`config.mk`:
```
export PLATFORM = sky130hd
export DESIGN_NAME = acc_calc_flat
export DESIGN_NICKNAME = d
export VERILOG_FILES = /design/src/rtl/acc_calc_pkg.sv /design/src/rtl/acc_calc_if.sv /design/src/rtl/calc_alu.sv /design/src/rtl/acc_calc.sv /design/src/flat_wrapper.sv
export SDC_FILE = /design/constraint.sdc
export NUM_CORES = 1
export LEC_CHECK = 0
export BUFFER_PORTS_ARGS = -buffer_cell sky130_fd_sc_hd__buf_2
export CORE_AREA = 2 2 77 79
export DETAILED_ROUTE_END_ITERATION = 7
export DIE_AREA = 0 0 79 81
export MAX_ROUTING_LAYER = met4
export PLACE_DENSITY = 0.78
export SETUP_SLACK_MARGIN = 0.4
export SLEW_MARGIN = 25
export SYNTH_ARGS = -nofsm -noshare
export SYNTH_HDL_FRONTEND = slang
export SYNTH_SLANG_ARGS = --single-unit
```
`constraint.sdc`:
```
create_clock -name clk -period 4.11 [get_ports clk]
set_clock_uncertainty 0.1 [all_clocks]
set_input_delay 0.411 -clock clk [delete_from_list [all_inputs] [get_ports clk]]
set_output_delay 0.411 -clock clk [all_outputs]
set_load 0.02 [all_outputs]
```
`src/rtl/acc_calc_pkg.sv`:
```
// Shared definitions for the accumulator calculator: widths, opcodes, FSM states.
package acc_calc_pkg;

  localparam int unsigned W    = 16;
  localparam int unsigned OP_W = 3;

  localparam logic [OP_W-1:0] OP_ADD  = 3'b000;
  localparam logic [OP_W-1:0] OP_SUB  = 3'b001;
  localparam logic [OP_W-1:0] OP_ABSA = 3'b010;
  localparam logic [OP_W-1:0] OP_LOAD = 3'b011;
  localparam logic [OP_W-1:0] OP_RSUB = 3'b100;
  localparam logic [OP_W-1:0] OP_ABSD = 3'b101;
  localparam logic [OP_W-1:0] OP_CLR  = 3'b110;
  localparam logic [OP_W-1:0] OP_READ = 3'b111;

  localparam logic [W-1:0] MOST_NEG = {1'b1, {(W-1){1'b0}}};

  typedef enum logic [1:0] {
    ST_IDLE = 2'd0,
    ST_EXEC = 2'd1,
    ST_RESP = 2'd2
  } state_t;

endpackage

```
`src/rtl/acc_calc_if.sv`:
```
// Command/response bus between a host sequencer (master) and acc_calc (slave).
interface acc_calc_if;
  import acc_calc_pkg::*;

  logic            cmd_valid;
  logic            cmd_ready;
  logic [OP_W-1:0] cmd_op;
  logic [W-1:0]    cmd_data;
  logic            res_valid;
  logic            res_ready;
  logic [W-1:0]    res_data;
  logic            res_ovf;
  logic            sticky_ovf;
  logic [W-1:0]    acc;

  modport master (
    output cmd_valid, cmd_op, cmd_data, res_ready,
    input  cmd_ready, res_valid, res_data, res_ovf, sticky_ovf, acc
  );

  modport slave (
    input  cmd_valid, cmd_op, cmd_data, res_ready,
    output cmd_ready, res_valid, res_data, res_ovf, sticky_ovf, acc
  );
endinterface

```
`src/rtl/calc_alu.sv`:
```
// Combinational signed ALU: one shared adder/subtractor fed by an operand-swap mux.
module calc_alu
  import acc_calc_pkg::*;
(
  input  logic [OP_W-1:0] op,
  input  logic [W-1:0]    a,
  input  logic [W-1:0]    b,
  output logic [W-1:0]    r,
  output logic            ovf
);

  logic [W-1:0] x;
  logic [W-1:0] y;
  logic [W-1:0] y_eff;
  logic [W-1:0] sum;
  logic         sub;
  logic         add_ovf;

  // ABS is 0 +/- value, so it reuses the subtract path (~y + 1) when negative
  always_comb begin
    x   = '0;
    y   = '0;
    sub = 1'b0;
    unique case (op)
      OP_ADD:  begin x = a; y = b; end
      OP_SUB:  begin x = a; y = b; sub = 1'b1; end
      OP_RSUB: begin x = b; y = a; sub = 1'b1; end
      OP_ABSA: begin y = a; sub = a[W-1]; end
      OP_ABSD: begin y = b; sub = b[W-1]; end
      OP_LOAD: y = b;
      OP_READ: y = a;
      default: y = '0;
    endcase
  end

  assign y_eff   = y ^ {W{sub}};
  assign sum     = x + y_eff + W'(sub);
  assign add_ovf = (x[W-1] == y_eff[W-1]) && (sum[W-1] != x[W-1]);

  always_comb begin
    r   = sum;
    ovf = 1'b0;
    unique case (op)
      OP_ADD, OP_SUB, OP_RSUB: ovf = add_ovf;
      OP_ABSA, OP_ABSD:        ovf = (y == MOST_NEG);
      default:                 ovf = 1'b0;
    endcase
  end

endmodule

```
`src/rtl/acc_calc.sv`:
```
// Accumulator calculator front end: IDLE/EXEC/RESP FSM plus ACC, result and sticky registers.
module acc_calc
  import acc_calc_pkg::*;
(
  input  logic       clk,
  input  logic       reset,
  acc_calc_if.slave  bus
);

  state_t          state_q, state_d;
  logic [OP_W-1:0] op_q, op_d;
  logic [W-1:0]    d_q, d_d;
  logic [W-1:0]    acc_q, acc_d;
  logic [W-1:0]    res_data_q, res_data_d;
  logic            res_ovf_q, res_ovf_d;
  logic            sticky_q, sticky_d;
  logic [W-1:0]    alu_r;
  logic            alu_ovf;

  calc_alu u_alu (
    .op  (op_q),
    .a   (acc_q),
    .b   (d_q),
    .r   (alu_r),
    .ovf (alu_ovf)
  );

  always_ff @(posedge clk) begin
    if (reset) begin
      state_q    <= ST_IDLE;
      op_q       <= '0;
      d_q        <= '0;
      acc_q      <= '0;
      res_data_q <= '0;
      res_ovf_q  <= 1'b0;
      sticky_q   <= 1'b0;
    end else begin
      state_q    <= state_d;
      op_q       <= op_d;
      d_q        <= d_d;
      acc_q      <= acc_d;
      res_data_q <= res_data_d;
      res_ovf_q  <= res_ovf_d;
      sticky_q   <= sticky_d;
    end
  end

  always_comb begin
    state_d    = state_q;
    op_d       = op_q;
    d_d        = d_q;
    acc_d      = acc_q;
    res_data_d = res_data_q;
    res_ovf_d  = res_ovf_q;
    sticky_d   = sticky_q;
    unique case (state_q)
      ST_IDLE: begin
        if (bus.cmd_valid) begin
          op_d    = bus.cmd_op;
          d_d     = bus.cmd_data;
          state_d = ST_EXEC;
        end
      end
      ST_EXEC: begin
        acc_d      = alu_r;
        res_data_d = alu_r;
        res_ovf_d  = alu_ovf;
        sticky_d   = (op_q == OP_CLR) ? 1'b0 : (sticky_q | alu_ovf);
        state_d    = ST_RESP;
      end
      ST_RESP: begin
        if (bus.res_ready) state_d = ST_IDLE;
      end
      default: state_d = ST_IDLE;
    endcase
  end

  // Handshake flags are state decodes, masked while reset is held
  assign bus.cmd_ready  = (state_q == ST_IDLE) && !reset;
  assign bus.res_valid  = (state_q == ST_RESP) && !reset;
  assign bus.res_data   = res_data_q;
  assign bus.res_ovf    = res_ovf_q;
  assign bus.sticky_ovf = sticky_q;
  assign bus.acc        = acc_q;

endmodule

```
`src/flat_wrapper.sv`:
```
// flat-port wrapper written by rule: the top's interface ports become plain ports
module acc_calc_flat import acc_calc_pkg::*;
  (clk, reset, bus_cmd_valid, bus_cmd_op, bus_cmd_data, bus_res_ready, bus_cmd_ready, bus_res_valid, bus_res_data, bus_res_ovf, bus_sticky_ovf, bus_acc);
  acc_calc_if bus_i ();
  input  logic clk;
  input  logic reset;
  input wire logic [$bits(bus_i.cmd_valid)-1:0] bus_cmd_valid;
  input wire logic [$bits(bus_i.cmd_op)-1:0] bus_cmd_op;
  input wire logic [$bits(bus_i.cmd_data)-1:0] bus_cmd_data;
  input wire logic [$bits(bus_i.res_ready)-1:0] bus_res_ready;
  output wire logic [$bits(bus_i.cmd_ready)-1:0] bus_cmd_ready;
  output wire logic [$bits(bus_i.res_valid)-1:0] bus_res_valid;
  output wire logic [$bits(bus_i.res_data)-1:0] bus_res_data;
  output wire logic [$bits(bus_i.res_ovf)-1:0] bus_res_ovf;
  output wire logic [$bits(bus_i.sticky_ovf)-1:0] bus_sticky_ovf;
  output wire logic [$bits(bus_i.acc)-1:0] bus_acc;
  assign bus_i.cmd_valid = bus_cmd_valid;
  assign bus_i.cmd_op = bus_cmd_op;
  assign bus_i.cmd_data = bus_cmd_data;
  assign bus_i.res_ready = bus_res_ready;
  assign bus_cmd_ready = bus_i.cmd_ready;
  assign bus_res_valid = bus_i.res_valid;
  assign bus_res_data = bus_i.res_data;
  assign bus_res_ovf = bus_i.res_ovf;
  assign bus_sticky_ovf = bus_i.sticky_ovf;
  assign bus_acc = bus_i.acc;
  acc_calc u_core (.clk(clk), .reset(reset), .bus(bus_i));
endmodule
```
==> impl_metrics.toml <==
[outcome]
status = "complete, no violations"

[layout]
mostFrequentLayoutCells = "63 x nand2_1, 58 x buf_2, 56 x a21oi_1"
final_common_cell = "nand2_1"
fin_area_um2 = 3433
post-route-util_pct = 60.49
fin_nets = 471
area_delta_synth_final_pct = 14.43
diodes = 0
drive_above_1_share_pct = 22.12

[clock_tree]
cts_hold_buffers = 0
cts_buffer_depth = 2
cts_root_buf = "clkbuf_8"
insertion_delay_ns = 0.29
cts_tree = "done"
cts_sinks = 39
path_clk_slew_ns = 0.08
htreeDepth = 2
cts_buffers = 5

[setup_path]
worstSetupPathType = "flop to flop"
cp_slowest_cell = "dfxtp_2"
end_kind = "flop"
start_kind = "flop"
worstPathArrival_ns = 3.59
critPathBufInv = 1
crit_fanout = 14
crit_path_max_incr_delay_ns = 0.41
crit_required_ns = 4.17
crit_chain = "and3b_1, o32ai_4, buf_6, xnor2_1, ha_1, a21o_1, a21o_1, a21oi_1, nand2_1, o211ai_2, nand2_1, a221oi_1, mux2i_1, a21oi_1"
cp_top_family = "compound AO/OA/AOI/OAI gates"

[yosys]
seq_area_frac_synth_pct = 26.02
ys_types = 53
syn-num-nets = 433
yosys_warnings = 0
synth-edff-count = 0
synth_area_per_cell_um2 = 7.596
ys_ff_latch = 39
netlist_area_um2 = 3000
synthCells = 395
synthFlopType = "dfxtp_1"
async_reset_ff_share_pct = 0

[place]
numPortBuffers = 58
hpwl_mm = 5.710
pre_cts_slack_ns = 0.2773
dpl_cell_area_um2 = 3243
gp_congestion = 0.9086

[job]
maxCapViolCount = 0

[global_routing]
grt_start_max_net_pins = 39
grt_pass1_wl_mm = 13.37
grt.overflow.total = 0
grt_use_met3_pct = 4.111
antenna_found_initial = 0
grt_util_met1_pct = 32.68
grt-busiest-layer = "met2"
globalRouteMet2Util_pct = 45.34
grt_util_all_layers_pct = 27.01
grt_pass1_vias = 2797

[detailed_routing]
ant_nets = 0
vias = 2923
wirelength_mm = 7.772
viasPerCell = 5.743
drc = 0
routedWlPerCell_um = 15.27
drt-initial-drc-count = 142
drt_pass1_iterations = 4

[power]
ir_drop_v = 0.0001757
power_density_nw_per_um2 = 347.7
p_leak_nw = 1.534

[timing]
fin_crit_ns = 3.531
fmax_ghz = 0.2832
hold_violations = 0
drv_slew = 0
worst_pin_slew_ns = 0.9364
relSlewSlack_pct = 37.57
setup_viol = 0
fin_ws_ns = 0.5788
fin_crit_sh_pct = 85.92
rsz0062_at_grt = "no"
fin_tns_setup_ns = 0

[floorplanning]
fp-row-count = 28
die_y_um = 81
io_pins = 59
core_area_um2 = 5675
start_util_pct = 52.87
dieArea_um2 = 6399
die_w_um = 79

[min_path]
hp-class = "primary input to flop"
-- registers in the layout, indices dropped and copies added, names as in the netlist --
name / cells
u_core.state_q: 2
u_core.bus.acc: 16
u_core.d_q: 16
u_core.bus.res_ovf: 1
u_core.bus.sticky_ovf: 1
u_core.op_q: 3
-- worst register-to-register path: stages, from the launching register on --
cell      delay, ns
dfxtp_2        0.41
and3b_1        0.22
o32ai_4        0.32
buf_6          0.25
xnor2_1        0.10
ha_1           0.35
a21o_1         0.18
a21o_1         0.17
a21oi_1        0.16
nand2_1        0.10
o211ai_2       0.25
nand2_1        0.12
a221oi_1       0.36
mux2i_1        0.22
a21oi_1        0.07
-- kinds of logic (layout without fill, tap and decap cells) --
kind of cell               count (synthesis)  after routing  synth area share (%)
adders and majority gates                 15             15                 6.506
muxes                                      5              5                 1.835
xor gates and xnor gates                  31             31                 9.049
DFF                                       39             39                 26.02
AOI/OAI and AO/OA                        113            113                 25.19
and+or+nand+nor                          146            146                 23.31
buffers and inverters                     46             85                 8.090
-- Yosys cell counts (all sizes together), types with 2 or more instances --
| cell | number | area share, % |
|---|---|---|
| and2 | 4 | 0.83 |
| nor3 | 3 | 0.50 |
| inv | 7 | 0.88 |
| dfxtp | 39 | 26 |
| a221oi | 2 | 0.58 |
| o211ai | 3 | 0.92 |
| a32oi | 2 | 0.58 |
| nor2b | 14 | 2.9 |
| o21a | 2 | 0.50 |
| nand2 | 63 | 7.9 |
| nand2b | 12 | 2.5 |
| xor2 | 5 | 1.5 |
| a21o | 9 | 2.3 |
| clkbuf | 17 | 2.1 |
| buf | 22 | 5.1 |
| o21ai | 7 | 1.2 |
| nand4 | 3 | 0.63 |
| or3 | 2 | 0.42 |
| a21oi | 58 | 9.8 |
| nand3 | 12 | 2.0 |
| nor4 | 3 | 0.63 |
| xnor2 | 26 | 7.6 |
| ha | 14 | 5.8 |
| a211oi | 3 | 0.75 |
| a22oi | 15 | 4.2 |
| mux2i | 4 | 1.5 |
| or4 | 2 | 0.50 |
| nor3b | 3 | 0.75 |
| a31oi | 3 | 0.63 |
| nor2 | 20 | 2.5 |
-- layer usage --
metal	vias to the layer above	wire length (µm)	part of all wire, %
met2	97	3716	48
met1	1362	3436	44
met4	0	173	2.2
met5	-	0	0
li1	1449	-	-
met3	15	446	5.7
-- stage by stage --
| step | hold WS (ns) | instances | power [mW] |
|---|---|---|---|
| final | 0.2390 | 509 | 1.194 |
| after global routing | 0.2362 | 509 | 1.270 |
| after global placement | 0.3666 | 499 | 0.8457 |
| after detailed placement | 0.3686 | 499 | 0.8514 |
| after CTS | 0.2397 | 507 | 1.191 |
| after floorplan | 0.3494 | 395 | 0.7596 |
-- final cells by class --
type	count	area [µm²]
Timing Repair Buffer	70	391.6
Inverter	7	26.28
Clock inverter	2	35.03
Fill cell	539	2242
Multi-Input combinational cell	310	2016
Clock buffer	6	82.58
Sequential cell	39	788.3
Tap cell	75	93.84
-- final timing paths --
| kind | to | start | depth (start not counted) | slack, ns |
|---|---|---|---|---|
| setup / recovery | u_core.bus.acc[13] | u_core.d_q[15] | 14 | 0.58 |
| setup reg to reg | u_core.bus.acc[13] | u_core.d_q[15] | 14 | 0.58 |
| hold / removal | u_core.op_q[2] | bus_cmd_op[2] | 3 | 0.24 |
| hold reg to reg | u_core.bus.sticky_ovf | u_core.bus.sticky_ovf | 2 | 0.38 |
-- repair_timing --
| item | in CTS | in global routing |
|---|---|---|
| setup endpoints to repair | 2 | 7 |
| buffers inserted | 0 | 2 |
| pin swaps | 0 | 1 |
| resized for setup | 3 | 12 |
-- where the power goes --
part	internal [mW]	switching, mW	leakage [nW]
Combinational	0.174	0.242	1.15
Clock	0.197	0.140	0.0612
Sequential	0.403	0.0390	0.321
No activity file was read; power rests on OpenSTA's default activity.
